==> config.mk <==
export PLATFORM = sky130hd
export DESIGN_NAME = adc_seq_ctrl
export DESIGN_NICKNAME = d
export VERILOG_FILES = /design/src/rtl/adc_seq_ctrl.sv
export SDC_FILE = /design/constraint.sdc
export NUM_CORES = 1
export LEC_CHECK = 0
export BUFFER_PORTS_ARGS = -buffer_cell sky130_fd_sc_hd__buf_4
export CAP_MARGIN = 30
export CORE_MARGIN = 2
export CORE_UTILIZATION = 50
export CTS_CLUSTER_SIZE = 8
export DETAILED_ROUTE_END_ITERATION = 10
export PLACE_DENSITY = 0.73
export SYNTH_ARGS = -nofsm -noshare
export SYNTH_HDL_FRONTEND = slang
export SYNTH_SLANG_ARGS = --single-unit
export TNS_END_PERCENT = 1
==> constraint.sdc <==
create_clock -name i_clk -period 2.1 [get_ports i_clk]
set_input_delay 0.315 -clock i_clk [delete_from_list [all_inputs] [get_ports i_clk]]
set_output_delay 0.315 -clock i_clk [all_outputs]
set_load 0.02 [all_outputs]
==> src/rtl/adc_seq_ctrl.sv <==
// SPI ADC sequencer: CONVST/SCK/SDI generation at a fixed sample rate, 12-bit SDO capture, signed sample out.
// Strobe lands CONV_CYCLES + 24*CLK_DIV + 1 cycles after each CONVST rise; no backpressure, output is a pulse.
module adc_seq_ctrl #(
  parameter int CLK_DIV       = 2,
  parameter int CONV_CYCLES   = 80,
  parameter int SAMPLE_PERIOD = 1000,
  parameter int OUT_WIDTH     = 16
) (
  input  logic                 i_clk,
  input  logic                 i_reset,
  input  logic                 i_enable,
  input  logic [2:0]           i_channel,
  output logic                 o_adc_convst,
  output logic                 o_adc_sck,
  output logic                 o_adc_sdi,
  input  logic                 i_adc_sdo,
  output logic [OUT_WIDTH-1:0] o_sample,
  output logic                 o_sample_valid,
  output logic [2:0]           o_channel_tag,
  output logic                 o_busy
);

  localparam int PW = (SAMPLE_PERIOD > 1) ? $clog2(SAMPLE_PERIOD) : 1;
  localparam int CW = (CONV_CYCLES > 1) ? $clog2(CONV_CYCLES) : 1;
  localparam int DW = (CLK_DIV > 1) ? $clog2(CLK_DIV) : 1;

  typedef enum logic [2:0] {
    S_IDLE,
    S_CONV,
    S_SHIFT,
    S_DONE,
    S_WAIT
  } state_t;

  state_t                 state_q;
  logic [PW-1:0]          per_q;
  logic [CW-1:0]          conv_q;
  logic [DW-1:0]          div_q;
  logic [3:0]             bit_q;
  logic                   convst_q;
  logic                   sck_q;
  logic                   sdi_q;
  logic [11:0]            cfg_sr_q;
  logic [2:0]             cfg_ch_q;
  logic [2:0]             prev_ch_q;
  logic [11:0]            data_q;
  logic [OUT_WIDTH-1:0]   sample_q;
  logic [OUT_WIDTH-1:0]   sample_d;
  logic                   valid_q;
  logic [2:0]             tag_q;
  logic                   busy_q;
  logic                   prime_q;
  logic                   per_wrap;
  logic [11:0]            code_ofs;

  // Config word as shifted out, first bit in [11]: S/D, ODD, SEL1, SEL0, UNI, SLP, then zeros.
  function automatic logic [11:0] cfg_word(input logic [2:0] ch);
    return {1'b1, ch[0], ch[2], ch[1], 1'b1, 7'b0};
  endfunction

  assign per_wrap = (per_q == PW'(SAMPLE_PERIOD - 1));

  // Offset-binary to two's complement is an MSB flip; the left shift just pads zeros below.
  assign code_ofs = {~data_q[11], data_q[10:0]};

  generate
    if (OUT_WIDTH > 12) begin : g_wide
      assign sample_d = {code_ofs, {(OUT_WIDTH-12){1'b0}}};
    end else begin : g_narrow
      assign sample_d = code_ofs;
    end
  endgenerate

  always_ff @(posedge i_clk) begin
    if (i_reset) begin
      state_q   <= S_IDLE;
      per_q     <= '0;
      conv_q    <= '0;
      div_q     <= '0;
      bit_q     <= '0;
      convst_q  <= 1'b0;
      sck_q     <= 1'b0;
      sdi_q     <= 1'b0;
      cfg_sr_q  <= '0;
      cfg_ch_q  <= '0;
      prev_ch_q <= '0;
      data_q    <= '0;
      sample_q  <= '0;
      valid_q   <= 1'b0;
      tag_q     <= '0;
      busy_q    <= 1'b0;
      prime_q   <= 1'b1;
    end else begin
      valid_q <= 1'b0;
      if (state_q != S_IDLE) begin
        per_q <= per_wrap ? '0 : per_q + 1'b1;
      end

      case (state_q)
        S_IDLE: begin
          if (i_enable) begin
            state_q  <= S_CONV;
            convst_q <= 1'b1;
            busy_q   <= 1'b1;
            conv_q   <= '0;
            per_q    <= '0;
          end
        end

        S_CONV: begin
          if (conv_q == CW'(CONV_CYCLES - 1)) begin
            state_q  <= S_SHIFT;
            convst_q <= 1'b0;
            cfg_ch_q <= i_channel;
            cfg_sr_q <= cfg_word(i_channel);
            sdi_q    <= 1'b1;
            sck_q    <= 1'b0;
            div_q    <= '0;
            bit_q    <= '0;
          end else begin
            conv_q <= conv_q + 1'b1;
          end
        end

        S_SHIFT: begin
          if (div_q != DW'(CLK_DIV - 1)) begin
            div_q <= div_q + 1'b1;
          end else begin
            div_q <= '0;
            if (!sck_q) begin
              sck_q  <= 1'b1;
              data_q <= {data_q[10:0], i_adc_sdo};
            end else begin
              sck_q <= 1'b0;
              if (bit_q == 4'd11) begin
                state_q <= S_DONE;
                sdi_q   <= 1'b0;
              end else begin
                bit_q    <= bit_q + 1'b1;
                cfg_sr_q <= {cfg_sr_q[10:0], 1'b0};
                sdi_q    <= cfg_sr_q[10];
              end
            end
          end
        end

        S_DONE: begin
          // The ADC answers with the previous frame's channel.
          if (!prime_q) begin
            valid_q  <= 1'b1;
            sample_q <= sample_d;
            tag_q    <= prev_ch_q;
          end
          prev_ch_q <= cfg_ch_q;
          if (i_enable) begin
            state_q <= S_WAIT;
            prime_q <= 1'b0;
          end else begin
            state_q <= S_IDLE;
            busy_q  <= 1'b0;
            prime_q <= 1'b1;
          end
        end

        S_WAIT: begin
          if (per_wrap) begin
            if (i_enable) begin
              state_q  <= S_CONV;
              convst_q <= 1'b1;
              conv_q   <= '0;
            end else begin
              state_q <= S_IDLE;
              busy_q  <= 1'b0;
              prime_q <= 1'b1;
            end
          end
        end

        default: begin
          state_q <= S_IDLE;
          busy_q  <= 1'b0;
          prime_q <= 1'b1;
        end
      endcase
    end
  end

  assign o_adc_convst   = convst_q;
  assign o_adc_sck      = sck_q;
  assign o_adc_sdi      = sdi_q;
  assign o_sample       = sample_q;
  assign o_sample_valid = valid_q;
  assign o_channel_tag  = tag_q;
  assign o_busy         = busy_q;

endmodule

**Word-level counts from Yosys, hierarchy flattened**

Cells that the tools add are included.

- Reduce and logical (&&, ||, !) cells: 19
- Add/subtract/negate cells: 4
- Multiplexer cells: 50
- Equality and inequality tests: 16
- Bitwise operators: 6

Operators with widths:

| cell | number |
|---|---|
| two-way mux 11 bit | 4 |
| two-way mux 10 bit | 4 |
| one-hot mux 11 bit (2 select lines) | 1 |
| two-way mux 3 bit | 7 |
| two-way mux 7 bit | 3 |
| one-hot mux 7 bit (3 select lines) | 1 |
| two-way mux 1 bit | 18 |
| != test 2 bit (second input constant) | 9 |
| AND reduction 3 bit | 6 |
| two-way mux 4 bit | 4 |
| one-hot mux 3 bit (5 select lines) | 1 |
| adder 10 x 1 -> 10 bit (second input constant) | 1 |
| == test 10 bit (second input constant) | 1 |
| one-hot mux 4 bit (2 select lines) | 1 |
| adder 7 x 1 -> 7 bit (second input constant) | 1 |
| == test 7 bit (second input constant) | 1 |
| == test 3 x 2 -> 1 bit (second input constant) | 2 |
| inverter 1 bit | 6 |
| one-hot mux 1 bit (2 select lines) | 3 |
| one-hot mux 1 bit (3 select lines) | 2 |
| AND reduction 2 bit | 3 |
| AND reduction 6 bit | 1 |
| nonzero test 3 bit | 2 |
| AND reduction 5 bit | 1 |
| 11 further kinds | 12 |

- Register bits after elaboration: 75
- Logic and storage cells: 112
- Output and inout bits: 24
- Bits of input ports: 7

**Longest topological paths before layout**

Gate-level depths: netlist (run 1).

- Depth after elaboration: 5
- Gate-level depth with buffers: 7
- Gate-level depth less buffers: 5

**Least setup slack after synthesis (run 1)**

No wires, ideal clock.

- Path kind: reg2reg
- From: register per_q[0]
- To: register conv_q[6]
- Library setup time: 143 ps
- Arrival: 1,571 ps
- Stages on the path, launching flop included: 6
- Path slack: 386 ps
- Buffers on the path: 0
- Data required time: 1,957 ps
- Period minus slack after synthesis: 1,714 ps
- Cells stage by stage: dfxtp_1 > ha_1 > nand4_1 > o41ai_2 > nor4b_4 > a311oi_1

- Word-level cells in the longest chain between the ends: 3

RTL lines:

| item | RTL line | RTL |
|---|---|---|
| from (decl) | 36 | `logic [PW-1:0] per_q;` |
| from (signal assigned) | 96 | `per_q <= per_wrap ? '0 : per_q + 1'b1;` |
| == test 10 bit | 61 | `assign per_wrap = (per_q == PW'(SAMPLE_PERIOD - 1));` |
| != test 2 bit (no line) | n/a |  |
| AND reduction 3 bit (no line) | n/a |  |
| to (signal assigned) | 121 | `conv_q <= conv_q + 1'b1;` |
| to (decl) | 37 | `logic [CW-1:0] conv_q;` |

No other way between the ends.
A chain may end at the register's enable or synchronous reset.

**Final worst setup path (run 1)**

- From: register state_q[1]
- To: register conv_q[6]

- Word-level cells in the longest chain between the ends: 3
- Elaborated cells on any way between the ends: 8
- Classes of those cells: 4 x eq/ne; 1 x mux; 3 x reduce/logical

RTL lines:

| item | RTL line | RTL |
|---|---|---|
| from (decl) | 35 | `state_t state_q;` |
| from (signal assigned) | 76 | `state_q <= S_IDLE;` |
| from (signal assigned) | 102 | `state_q <= S_CONV;` |
| from (signal assigned) | 112 | `state_q <= S_SHIFT;` |
| == test 3 x 1 -> 1 bit (tied with other cells) | 99 | `case (state_q)` |
| != test 2 bit (no line) / nonzero test 3 bit (equally long branches) | n/a |  |
| AND reduction 3 bit (no line) | n/a |  |

Several ways; a longest one is shown, not always the timed one.

==> results of run 1 <==
## final cells by class
| class | instances | share of cell area (%) |
|---|---|---|
| multi-input combinational | 272 | 44.4 |
| clock buffer | 11 | 4.30 |
| timing repair buffer | 37 | 7.89 |
| clock inverter | 5 | 1.71 |
| sequential | 68 | 38.7 |
| inverter | 3 | 0.320 |
| tap | 75 | 2.66 |
## critical path: stages, from the launching register on
cell and delay, ps:
sky130_fd_sc_hd__dfxtp_2 500, sky130_fd_sc_hd__nand4bb_1 280, sky130_fd_sc_hd__nor3b_4 520, sky130_fd_sc_hd__nor4b_4 90, sky130_fd_sc_hd__buf_4 180, sky130_fd_sc_hd__a311oi_1 230
## state kept, by name, indices dropped and copies added, names as in the netlist
register	flops
prev_ch_q	3
o_busy	1
o_adc_sck	1
state_q	3
o_sample	12
conv_q	7
o_channel_tag	3
div_q	1
prime_q	1
o_adc_sdi	1
cfg_ch_q	3
bit_q	4
per_q	10
data_q	12
o_sample_valid	1
o_adc_convst	1
cfg_sr_q	4
## cells in the mapped netlist (5+ instances only)
master	n	area, um^2
sky130_fd_sc_hd__a211oi_1	5	37.5
sky130_fd_sc_hd__nand2_1	73	274
sky130_fd_sc_hd__buf_4	5	37.5
sky130_fd_sc_hd__nand3_1	12	60.1
sky130_fd_sc_hd__clkbuf_1	14	52.6
sky130_fd_sc_hd__nor2_1	19	71.3
sky130_fd_sc_hd__nand2b_1	7	43.8
sky130_fd_sc_hd__a21oi_1	48	240
sky130_fd_sc_hd__nor3_1	13	65.1
sky130_fd_sc_hd__a311oi_1	5	43.8
sky130_fd_sc_hd__o21ai_0	17	85.1
sky130_fd_sc_hd__mux2i_1	5	50.1
sky130_fd_sc_hd__dfxtp_1	68	1360
sky130_fd_sc_hd__a41oi_1	5	43.8
## power by group through the flow
stage / registers (mW) / clock network [mW] / logic (mW)
5_1_grt: 1.32 / 1.20 / 0.185
4_1_cts: 1.32 / 1.14 / 0.163
3_3_place_gp: 1.35 / 0 / 0.160
3_5_place_dp: 1.35 / 0 / 0.162
6_report: 1.32 / 1.11 / 0.165
2_1_floorplan: 1.35 / 0 / 0.112
## per-stage QoR
stage / util (%) / instance area, um^2 / instances
2_1_floorplan: - / 3050 / 367
3_3_place_gp: 56.1 / 3300 / 454
3_5_place_dp: 56.1 / 3300 / 454
4_1_cts: 59.7 / 3510 / 470
5_1_grt: 59.8 / 3520 / 471
6_report: 59.8 / 3520 / 471
## logic make-up (layout without fill, tap and decap cells)
family	after synthesis	after routing	synth area share (%)
AOI/OAI and AO/OA	99	99	20.7
xor gates and xnor gates	3	3	0.864
adders and majority gates	3	3	1.23
buffers and inverters	27	56	4.12
DFF	68	68	44.8
muxes	5	5	1.65
other	1	4	0.123
and+or+nand+nor	158	158	26.5
## what timing repair did
| item | in CTS | in global routing |
|---|---|---|
| resized for setup | 0 | 1 |
| endpoints found under the setup margin | 0 | 9 |
| buffers inserted | 0 | 1 |
| hold buffers | 0 | 0 |
## worst max path at each step
stage / from / endpoint / slack (ps) / cells past startpoint
after floorplan: per_q[0]$_SDFF_PP0_ / conv_q[6]$_SDFFE_PP0P_ / 390 / 5
after global placement: per_q[0]$_SDFF_PP0_ / conv_q[6]$_SDFFE_PP0P_ / 210 / 5
after detailed placement: state_q[1]$_SDFFE_PP0P_ / conv_q[6]$_SDFFE_PP0P_ / 110 / 4
after CTS: state_q[1]$_SDFFE_PP0P_ / conv_q[6]$_SDFFE_PP0P_ / 140 / 4
after global routing: per_q[0]$_SDFF_PP0_ / conv_q[1]$_SDFFE_PP0P_ / 20 / 6
final: state_q[1]$_SDFFE_PP0P_ / conv_q[6]$_SDFFE_PP0P_ / 210 / 5
## layer usage
metal	GRT usage, %	up-vias
met3	8.02	11
met2	32.4	52
met1	26.2	1232
met4	8.17	0
li1	-	1357
met5	0	-
==> summary.md, run 1 <==
Sequential cells account for 50.8% of the total power. Static timing analysis puts the maximum clock frequency at 0.528 GHz. The floorplan step set the die width to 82.0 um. By startpoint and endpoint, the worst setup path is classified as flop to flop.

The routed design uses 3000 um of met2 wire. The number of global-route vias before repair was 2352. For the count of yosys warnings during synthesis, the log shows 0. The launch point of the worst hold path was i_adc_sdo. 31 I/O pins were placed.

Leaving out fill and tap cells, the most frequent cells in the layout are sky130_fd_sc_hd__nand2_1, sky130_fd_sc_hd__dfxtp_1, sky130_fd_sc_hd__a21oi_1. The worst slack at placement is 112 ps, and the share of total power in combinational logic is 6.4%. The routability-driven placement congestion ratio came out at 0.766. The count of unique library cells instantiated by Yosys is 50, and the fraction of the cycle the final worst path needs is 90.2%.

The floorplan has 28 rows. After routing, the total negative slack on setup checks comes to 0 ps. The logs give 350 ps for the clock latency reported for the late side of the worst-skew pair and 0 for the count of inserted antenna diode cells. The flow ran to the end, and the final reports show no timing, DRC or antenna violations. From bottom edge to top edge, the die measures 82.0 um.

TritonCTS created 9 clock buffers. The highest layer touched by signal routing is met4. The H-tree generated during clock tree synthesis spans 3 levels.

The transition time at the pin with the least slew margin is 612 ps. The analysis attributes to net switching a power of 0.616 mW. The post-DP HPWL was 4320 um; the switching share of total power was 23.7%.

Counting instances, the worst hold path has a depth of 3. Across all setup checks in the final design, the least slack found is 206 ps. Entering global routing, the biggest net connects 41 pins. Synthesis produced 364 cells. The detailed-routing iteration count for the pre-antenna-repair pass was 4.

The dominant register cell in the synthesized netlist was sky130_fd_sc_hd__dfxtp_1. TritonCTS built the clock tree. Across the whole layout, storage elements account for 1360 um^2.

The register bit count reported by yosys came out at 68. The logs give 6420 um for the total wirelength of the detailed-routed design and 0 for the number of antenna violations at the first check in global routing. The tools report the final setup skew as 6.56 ps.

The register-to-register setup slack was 210 ps; the count of port buffers added during placement was 26. The cell area that synthesis handed to floorplanning was 3040 um^2. In the final routed layout, each cell accounts on average for 13.6 um.

Kind of capture point of the worst setup path: a flop. The overflow left after global routing was 0. The startpoint of the worst register-to-register path was state_q[1]$_SDFFE_PP0P_. The post-route DRC violation count was 0; the wire length on met1 was 3000 um. Global-route wire length before repair: 10800 um.

The clock slew at the register clock pins of the worst setup and hold paths is 70 ps. Multi-input logic area: 1570 um^2. The count of clock tree sinks is 68. The worst supply voltage drop on vdd came out at 0.530 mV.

Area inside the core boundary: 5890 um^2. Leaving out fill and tap cells, the most frequent cell in the layout is sky130_fd_sc_hd__nand2_1. The initial utilization of the core area, before any placement, comes to 51.7%. The worst setup path is launched from a flop. Synthesis-to-finish area growth: 15.8%. The final number of hold-violating endpoints is 0, and the aggregate global-route resource usage is 20.9%.

The fraction of the yosys area taken by sequential cells is 44.8%. The detail route stage leaves a number of antenna-violating nets equal to 0. The net total in the final layout was 401.

The routed layout has 2652 vias. The layout filler cell count came out at 547. Post-route worst hold slack: 218 ps. The longest clock path from root to sink contains 2 buffers. The count of cells along the worst register-to-register path works out to 5. Summed over all cells, the static leakage comes to 1.22 nW.

The worst register-to-register path ends at conv_q[6]$_SDFFE_PP0P_. The area of the die was 6720 um^2; the setup-violating endpoint count in the final report was 0. The tools report the root cell of the clock tree as sky130_fd_sc_hd__clkbuf_8. STA puts the critical path data required time at 2360 ps. The worst hold path belongs to the class primary input to flop. After the first detailed-routing iteration, the DRC count stood at 158.

The number of enable-type register cells in the synthesized netlist is 0. The power density of the placed cells came out at 737 nW/um^2. Cells with a size suffix above 1 make up 17.2% of the layout. The worst pin sits at a relative slew slack of 58.9%.

A synthesized cell averages 8.35 um^2. The worst path needs 1890 ps of the cycle, external delays included. Clock group share of total power: 42.8%. Setup repair after global routing left no endpoint under its margin. After detailed routing, the met3 layer carries 317 um of wire. Cell internal power was estimated by the tool at 1.98 mW. Of all flip-flops after synthesis, the portion carrying an async set or reset was 0%. The max-cap check violation count is 0, and the via count normalized by instance count is 5.63. STA puts the critical path data arrival time at 2160 ps. For hold timing, the worst endpoint is data_q[0]$_SDFFE_PP0P_.

The max-slew violation count is 0, and the total chip power is 2.59 mW. Of all nets on the critical path, the largest fanout is 16.
Note: power is estimated with default switching activity, not from simulation.
==> inputs of run 2 (changes only) <==
Settings changed: CORE_MARGIN 2 to not set, SETUP_SLACK_MARGIN set to 0.05.
Clock period 2.1 ns to 2.22 ns, I/O delays scaled along.
==> run 2 against run 1 <==
Against the previous run:
- sequential power shrank 5%
- power grew 1.7%
- register-to-register slack gained 50 ps
- hold slack gained 29 ps
- clock power grew 12%
- die area shrank 4.8%
- sequential share of layout area shrank 0.55 points
- core utilization grew 0.81 points
- flip-flop and latch count is the same
- combinational power shrank 8%
- critical endpoint unchanged
- largest power group unchanged
==> summary.md, run 2 (synthesis results as in run 1) <==
The post-route DRC violation count was 0 (unchanged); the maximum fanout along the worst path was 7 (-9). Type of element launching the critical path: a flop. The run gives 60.7% (+0.81 points) as the utilization after layout. Traced cell by cell, the critical path runs through ha_1 > nand4_1 > o41ai_2 > nor4b_4 > a311oi_1.

The horizontal die dimension was 80.0 um (-2.4%). The total number of H-tree levels came out at 3 (unchanged). The tools report the total wirelength of the detailed-routed design as 6220 um (-3.2%).

The switching share of total power was 22.7% (-1.1 points). The leakage dissipation is 1.23 nW (+1.4%). The sequential power share was 47.2% (-3.6 points). The highest metal layer carrying signal wires in the routed design is met4. The routability-driven placement congestion ratio is 0.823 (+7.4%).

The post-route worst hold slack was 247 ps (+28.7 ps); the placement row count was 28 (unchanged). The tools report the largest net degree at the start of global routing as 42 (+2.4%). Setup repair after global routing left no endpoint under its margin. The area growth from synthesis to layout is 17.4%.

The tools report the net total in the final layout as 401 (unchanged). Leaving out fill and tap cells, the most frequent cell in the layout is sky130_fd_sc_hd__nand2_1. The worst slew margin relative to its limit came out at 56.2% (-2.8 points). The top cell types in the final layout, fill and taps aside, are sky130_fd_sc_hd__nand2_1, sky130_fd_sc_hd__dfxtp_1, sky130_fd_sc_hd__a21oi_1. The logs give 252 ps (+45.8 ps) for the worst setup slack after layout and 6400 um^2 (-4.8%) for the area of the die.

The flow ran to the end, and the final reports show no timing, DRC or antenna violations. The tree is rooted in a sky130_fd_sc_hd__clkbuf_8. The overflow left after global routing is 0 (unchanged), and the number of buffers and inverters on the critical path is 0 (-1). The post-DP HPWL is 4160 um (-3.8%), and the wire length on met1 is 3030 um (+1.2%). The max-slew violation count was 0 (unchanged). The time the final worst path needs with I/O delays and setup is 1970 ps (+74.2 ps), and the data arrival at the endpoint of the critical path is 2170 ps (about the same). The final antenna-violating net count is 0 (unchanged). The peak per-stage delay on the critical path was 470 ps (-50 ps).

The power density of the placed cells came out at 739 nW/um^2 (+0.36%). The max-cap check violation count is 0 (unchanged), and the clock slew at the register clock pins of the worst setup and hold paths is 70 ps (about the same). The count of port buffers added during placement works out to 26 (unchanged). The worst slack at placement came out at 247 ps (+135 ps). Wire length on met2: 2850 um (-5.3%). On the critical path the largest part of the delay comes from simple AND/OR/NAND/NOR gates. The tools report the fmax as 0.508 GHz (-3.8%). The count of pins on the block boundary is 31 (unchanged). The global-route wire length before repair is 10400 um (-3.6%). Among all stages on the critical path, the largest delay is contributed by sky130_fd_sc_hd__nor4b_4.

Via count: 2595 (-2.1%). In this run the critical register-to-register path is launched from per_q[0]$_SDFF_PP0_. For the deepest clock path buffer count, the log shows 2 (unchanged). For the worst path required time, the log shows 2430 ps (+70 ps). Tracing the worst setup path back leads to its startpoint at per_q[0]$_SDFF_PP0_.

The run gives 68 (unchanged) as the count of clock tree sinks. For the number of resized instances in the post-cts repair step, the log shows 0 (unchanged). The via count normalized by instance count was 5.51 (-2.1%). The fraction of the cycle the final worst path needs works out to 88.6% (-1.5 points). The number of global-route vias before repair came out at 2307 (-1.9%). The run gives 5890 um^2 (unchanged) as the area inside the core boundary. Internal power contribution: 2.04 mW (+3.2%). The number of buffers inserted during clock tree synthesis is 9 (unchanged). TritonCTS built the clock tree. Aggregate global-route resource usage: 21.0% (+0.089 points). The worst hold path belongs to the class primary input to flop.

The sum of negative setup slack is 0 ps (unchanged), and the worst supply voltage drop on vdd is 0.723 mV (+36%). The length of routed met3 wiring is 259 um (-18%), and the number of antenna violations at the first check in global routing is 0 (unchanged). Clock group share of total power: 47.0% (+4.2 points). Kind of capture point of the worst setup path: a flop. The clock latency reported for the late side of the worst-skew pair is 350 ps (about the same), and the share of final-layout standard cells stronger than drive strength 1 is 16.9% (-0.25 points). The worst setup path is of the flop to flop kind. The transition time at the pin with the least slew margin works out to 653 ps (+41.2 ps). The logs give 5.8% (-0.6 points) for the share of total power in combinational logic and 0 (unchanged) for the count of inserted antenna diode cells. The setup-violating endpoint count in the final report was 0 (unchanged); the detailed-routing iteration count for the pre-antenna-repair pass was 4 (unchanged). The final number of hold-violating endpoints is 0 (unchanged).

The worst hold path begins at i_adc_sdo. The net switching power was 0.598 mW (-2.9%); the DRC violation total after the first TritonRoute iteration was 119 (-25%). Initial standard-cell utilization of the core: 51.7% (unchanged).

Die height: 80.0 um (-2.4%). The final setup skew was 9.31 ps (+2.75 ps); the per-cell routed wire length was 13.2 um (-3.2%).
-- run 2: worst paths after layout --
kind / depth (start not counted) / slack (ps) / to
max: 5 / 250 / conv_q[6]$_SDFFE_PP0P_
min: 3 / 250 / data_q[0]$_SDFFE_PP0P_
max reg2reg: 5 / 250 / conv_q[6]$_SDFFE_PP0P_
min reg2reg: 1 / 450 / o_sample[15]$_SDFFE_PP0P_
-- run 2: repair_timing --
item,CTS,global route
endpoints found under the setup margin,0,2
hold buffers,0,0
setup buffers,0,1
-- run 2: final cells by class --
type / count / area (um^2)
fillers: 550 / 2320
flip-flops and latches: 68 / 1360
clock buffers: 9 / 124
clock inverters: 7 / 124
well taps: 75 / 93.8
inverters: 3 / 11.3
multi-input cells: 272 / 1570
repair buffers: 37 / 290
-- run 2: power by group through the flow --
stage / Combinational [mW] / Sequential (mW) / Clock [mW]
floorplan: 0.106 / 1.28 / 0
global placement: 0.150 / 1.27 / 0
finish: 0.152 / 1.25 / 1.24
global route: 0.167 / 1.25 / 1.30
detailed placement: 0.151 / 1.27 / 0
CTS: 0.152 / 1.25 / 1.26
-- run 2: worst min-delay path, delay by kind of cell --
family	cells	cell delay [ps]
AOI/OAI and AO/OA	1	50
buffers and inverters	1	110
and+or+nand+nor	1	50
-- run 2: layer usage --
layer	global-route usage, %	vias to the layer above
met1	26.6	1203
met4	7.32	0
met3	6.29	5
met5	0	-
met2	33.8	42
li1	-	1345
-- run 2: stage by stage --
step,area (um^2),std cells,total power [mW]
final,3570,471,2.64
after global placement,3300,454,1.42
after global routing,3570,471,2.72
after floorplan,3050,367,1.38
after detailed placement,3300,454,1.43
after CTS,3550,470,2.66
